==> config.mk <==
export PLATFORM = sky130hd
export DESIGN_NAME = tranif0_switch
export DESIGN_NICKNAME = d
export VERILOG_FILES = /design/src/rtl/tranif0_pkg.sv /design/src/rtl/tranif0_bit.sv /design/src/rtl/tranif0_switch.sv
export SDC_FILE = /design/constraint.sdc
export NUM_CORES = 1
export LEC_CHECK = 0
export BUFFER_PORTS_ARGS = -buffer_cell sky130_fd_sc_hd__buf_2
export CORE_MARGIN = 3
export CORE_UTILIZATION = 48
export CTS_BUF_LIST = sky130_fd_sc_hd__clkbuf_16
export CTS_CLUSTER_SIZE = 8
export DETAILED_ROUTE_END_ITERATION = 16
export GPL_ROUTABILITY_DRIVEN = 0
export PLACE_DENSITY = 0.74
export SYNTH_ARGS = -nofsm -noshare
export SYNTH_HDL_FRONTEND = slang
export SYNTH_SLANG_ARGS = --single-unit
==> constraint.sdc <==
create_clock -name clk -period 1.74 [get_ports clk]
set_input_delay 0.435 -clock clk [delete_from_list [all_inputs] [get_ports clk]]
set_output_delay 0.435 -clock clk [all_outputs]
set_load 0.05 [all_outputs]
==> src/rtl/tranif0_pkg.sv <==
// Shared types and the four-state net resolution function for the tranif0 switch.
package tranif0_pkg;

  typedef enum logic [1:0] {
    ST_Z = 2'b00,
    ST_0 = 2'b01,
    ST_1 = 2'b10,
    ST_X = 2'b11
  } logic_state_t;

  // Wired-net resolution: Z yields to the other side, agreement keeps the value,
  // and any disagreement (including X on either input) yields X.
  function automatic logic_state_t resolve(input logic_state_t x, input logic_state_t y);
    logic_state_t r;
    if (x == ST_Z)      r = y;
    else if (y == ST_Z) r = x;
    else if (x == y)    r = x;
    else                r = ST_X;
    return r;
  endfunction

endpackage

==> src/rtl/tranif0_bit.sv <==
// Combinational resolution of one switch bit: driver states, both net states, fight flag.
module tranif0_bit
  import tranif0_pkg::*;
(
  input  logic_state_t ctrl,
  input  logic         a_en,
  input  logic         a_val,
  input  logic         b_en,
  input  logic         b_val,
  output logic_state_t a_net,
  output logic_state_t b_net,
  output logic         fight
);

  logic_state_t a_drv;
  logic_state_t b_drv;
  logic_state_t joined;

  always_comb begin
    // NOTE: every output gets a default first so no path leaves it unassigned (no latch).
    a_drv  = ST_Z;
    b_drv  = ST_Z;
    a_net  = ST_Z;
    b_net  = ST_Z;
    if (a_en) a_drv = a_val ? ST_1 : ST_0;
    if (b_en) b_drv = b_val ? ST_1 : ST_0;
    joined = resolve(a_drv, b_drv);

    unique case (ctrl)
      ST_1: begin
        a_net = a_drv;
        b_net = b_drv;
      end
      ST_0: begin
        a_net = joined;
        b_net = joined;
      end
      default: begin
        // Unknown gate: a side keeps its own value only if conduction would not change it.
        a_net = (a_drv == joined) ? a_drv : ST_X;
        b_net = (b_drv == joined) ? b_drv : ST_X;
      end
    endcase

    fight = a_en && b_en && (a_val != b_val) && (ctrl != ST_1);
  end

endmodule

==> src/rtl/tranif0_switch.sv <==
// Registered tranif0 switch array with sticky contention flag and saturating conduction counter.
module tranif0_switch
  import tranif0_pkg::*;
#(
  parameter int WIDTH = 4,
  parameter int CNT_W = 16
) (
  input  logic                 clk,
  input  logic                 res,
  input  logic_state_t         ctrl,
  input  logic [WIDTH-1:0]     a_drv_en,
  input  logic [WIDTH-1:0]     a_drv_val,
  input  logic [WIDTH-1:0]     b_drv_en,
  input  logic [WIDTH-1:0]     b_drv_val,
  input  logic                 clr_status,
  output logic [2*WIDTH-1:0]   a_state,
  output logic [2*WIDTH-1:0]   b_state,
  output logic                 contention,
  output logic [CNT_W-1:0]     conduct_cnt
);

  logic_state_t       a_net [WIDTH];
  logic_state_t       b_net [WIDTH];
  logic [WIDTH-1:0]   fight;

  logic [2*WIDTH-1:0] a_state_d, a_state_q;
  logic [2*WIDTH-1:0] b_state_d, b_state_q;
  logic               contention_d, contention_q;
  logic [CNT_W-1:0]   cnt_d, cnt_q;

  for (genvar i = 0; i < WIDTH; i++) begin : g_bit
    tranif0_bit u_bit (
      .ctrl  (ctrl),
      .a_en  (a_drv_en[i]),
      .a_val (a_drv_val[i]),
      .b_en  (b_drv_en[i]),
      .b_val (b_drv_val[i]),
      .a_net (a_net[i]),
      .b_net (b_net[i]),
      .fight (fight[i])
    );
  end

  always_comb begin
    a_state_d = '0;
    b_state_d = '0;
    for (int i = 0; i < WIDTH; i++) begin
      a_state_d[2*i +: 2] = a_net[i];
      b_state_d[2*i +: 2] = b_net[i];
    end

    // A clear reloads from this cycle's events, so a coincident event survives it.
    if (clr_status) begin
      contention_d = |fight;
      cnt_d        = {{(CNT_W-1){1'b0}}, (ctrl == ST_0)};
    end else begin
      contention_d = contention_q | (|fight);
      cnt_d        = cnt_q;
      if ((ctrl == ST_0) && (cnt_q != '1)) cnt_d = cnt_q + 1'b1;
    end
  end

  // NOTE: sequential state uses non-blocking assignments so all flops update together.
  always_ff @(posedge clk or posedge res) begin
    if (res) begin
      a_state_q    <= '0;
      b_state_q    <= '0;
      contention_q <= 1'b0;
      cnt_q        <= '0;
    end else begin
      a_state_q    <= a_state_d;
      b_state_q    <= b_state_d;
      contention_q <= contention_d;
      cnt_q        <= cnt_d;
    end
  end

  assign a_state     = a_state_q;
  assign b_state     = b_state_q;
  assign contention  = contention_q;
  assign conduct_cnt = cnt_q;

endmodule

==> run metrics <==
worst reg2reg setup slack 0.08 ns; Post-synth EDFFs 0; Vias/cell 5.59; total of warnings raised by yosys 0; ys flop type dfrtp_1; sequential fraction of the synthesis area 38.5%; Core Box Area 4140 sq um; fin crit share 95.5%; initial antenna violation count 0; Area Growth Syn to Fin 34.4%; Clk pwr share 36.1%; CTS H-tree lvls 2; nets 376; Clock Latency Late Sink 0.28 ns; drt wl/cell 14.1 um; Net Sw Power 0.791 mW; FMAX 602 MHz; CP Max Fanout 8; Final Util 69.5%; Num CTS Buffers 5; Internal 1.55 mW; Mapped Area 2140 sq um; Final Hold Fails 0; hold buffer count at CTS 0; GR Util All Layers 22.2%; status finished, final reports clean; Yosys top cell area share 38.5%; vias in the first global route 2059; cell taking the most area after synthesis dfrtp_1; Max-Cap Viols 0; Post-DP HPWL 4.11 mm; Comb power frac 27.4%; number of I/O pins 54; VDD IR max 663 uV; root buf cell clkbuf_16; sw frac 33.8%; Slew @ Worst Pin 0.441 ns; CTS tree done; RSZ-0062 raised after global routing false; layout cells sized above 1 35.2%; CP Class flop to flop; Worst-path clk slew 0.05 ns; Iter 0 DRT Violations 106; placed cells 383; PortBufs 53; drt total wl 5.53 mm; Final min period 1.66 ns; full die area 5310 sq um; initial cell density of the core 51.8%; pwr dens 812 nW/um^2; leak pwr 1.42 nW; Seq pwr share 36.5%; Congestion Overflow GR 0; ANT nets after route 0; Synth Area per Inst 8.48 sq um; ANT cells 0; clock tree sinks 33; Worst Path Required 1.94 ns; router iterations before antenna repair 4; Slew Limit Fails 0; CP startpoint conduct_cnt[5]$_DFFE_PP0P_; skew final 0.00324 ns; dominant cells by area after synthesis dfrtp_1 (39%), ha_1 (8.8%), a21oi_1 (5.6%); post-synthesis cell type count 37; hold crit path type input pin to asynchronous set/reset pin; Post-Layout Cell Count 391; element type at the critical path end flop; Async S/R FF share, synth 100%; startpoint types flop; R2R Path End conduct_cnt[14]$_DFFE_PP0P_; Slew HR 70.6%; clk buf depth 2; post-synthesis register bit count 33; pin count of the biggest net entering global routing 34; count leader, synth dfrtp_1; end of the critical path conduct_cnt[14]$_DFFE_PP0P_; Commonest cells post-synth dfrtp_1 (33), a21oi_1 (24), o21ai_0 (23), inv_1 (21), nor2_1 (19); row count 23; Worst EP arrival 1.86 ns; first-pass GRT wire length 9.14 mm; DR DRC count 0; syn_nets 289; post-CTS setup buffer count 0; via count 2184; Syn Inst Count 253; FF-to-FF path depth 4; Vert. Die Dim 72.8 um; post-CTS sizing 0; Die X 72.8 um; final setup vio count 0; FF-to-FF Start conduct_cnt[5]$_DFFE_PP0P_
cell usage in the layout (no fill, tap or decap), types with 5 or more instances in the layout:
cell,n
nor2_1,19
clkbuf_16,5
o21ai_0,23
dfrtp_1,20
o31ai_1,8
inv_1,21
dfrtp_2,13
nand4_1,5
buf_4,35
ha_1,13
nand2b_1,6
or4_1,7
nand2_1,17
a21oi_1,24
nand3_1,16
nor2b_1,9
a31oi_1,5
buf_2,53
worst max-delay path, stage by stage, from the launching register on:
cell and delay [ns]:
dfrtp_2 0.44, nand4_2 0.17, a211o_1 0.36, or4_1 0.48, a21oi_1 0.13
how the worst min path moves through the flow:
stage / end / slack (ns) / startpoint / cells after the start
2_1_floorplan: a_state[0]$_DFF_PP0_ / 0.56 / res / 1
3_3_place_gp: contention$_DFF_PP0_ / 0.53 / contention$_DFF_PP0_ / 2
3_5_place_dp: conduct_cnt[14]$_DFFE_PP0P_ / 0.55 / res / 3
4_1_cts: conduct_cnt[9]$_DFFE_PP0P_ / 0.26 / res / 3
5_1_grt: a_state[6]$_DFF_PP0_ / 0.29 / res / 3
6_report: conduct_cnt[14]$_DFFE_PP0P_ / 0.24 / res / 3
sequential cells by signal, indices dropped and copies added (netlist names):
register     count
a_state          8
contention       1
conduct_cnt     16
b_state          8
cells by family (layout without fill, tap and decap cells):
logic type / count (synthesis) / in the layout / synth area share [%]
multiplexers: 1 / 1 / 0.525
AND/OR/NAND/NOR: 101 / 101 / 26.0
AO/OA/AOI/OAI: 70 / 70 / 19.0
XOR/XNOR: 4 / 4 / 1.63
flip-flops: 33 / 33 / 38.5
adder cells (fa/ha/maj): 15 / 15 / 8.75
buffers and inverters: 29 / 117 / 5.66
metrics by stage:
stage	hold WS, ns	total power [mW]	setup WS, ns	TNS [ns]	area, sq um
after floorplan	0.563	1.29	-0.0589	-0.191	2190
after global routing	0.288	2.45	0.0122	0	2880
after CTS	0.259	2.36	0.0658	0	2880
final	0.242	2.34	0.0782	0	2880
after global placement	0.535	1.50	-0.0824	-0.652	2740
after detailed placement	0.553	1.51	-0.147	-1.18	2740
routing by layer:
layer	track usage, %	routed length, um
met3	4.96	233
met5	0	0
met4	8.40	96
met1	24.7	2270
met2	40.9	2930
power groups by stage:
stage | sequential [mW] | clock [mW] | combinational (mW)
2_1_floorplan | 1.09 | 0 | 0.201
3_3_place_gp | 0.866 | 0 | 0.631
3_5_place_dp | 0.865 | 0 | 0.643
4_1_cts | 0.854 | 0.857 | 0.645
5_1_grt | 0.858 | 0.898 | 0.694
6_report | 0.854 | 0.843 | 0.641
layout make-up:
| type | instances | area (sq um) |
|---|---|---|
| clock buffer | 5 | 125 |
| clock inverter | 3 | 13.8 |
| fill | 350 | 1260 |
| inverter | 21 | 78.8 |
| multi-input combinational | 191 | 1230 |
| sequential | 33 | 842 |
| tap | 50 | 62.6 |
| timing repair buffer | 88 | 528 |
Note: power is estimated with default switching activity, not from simulation.
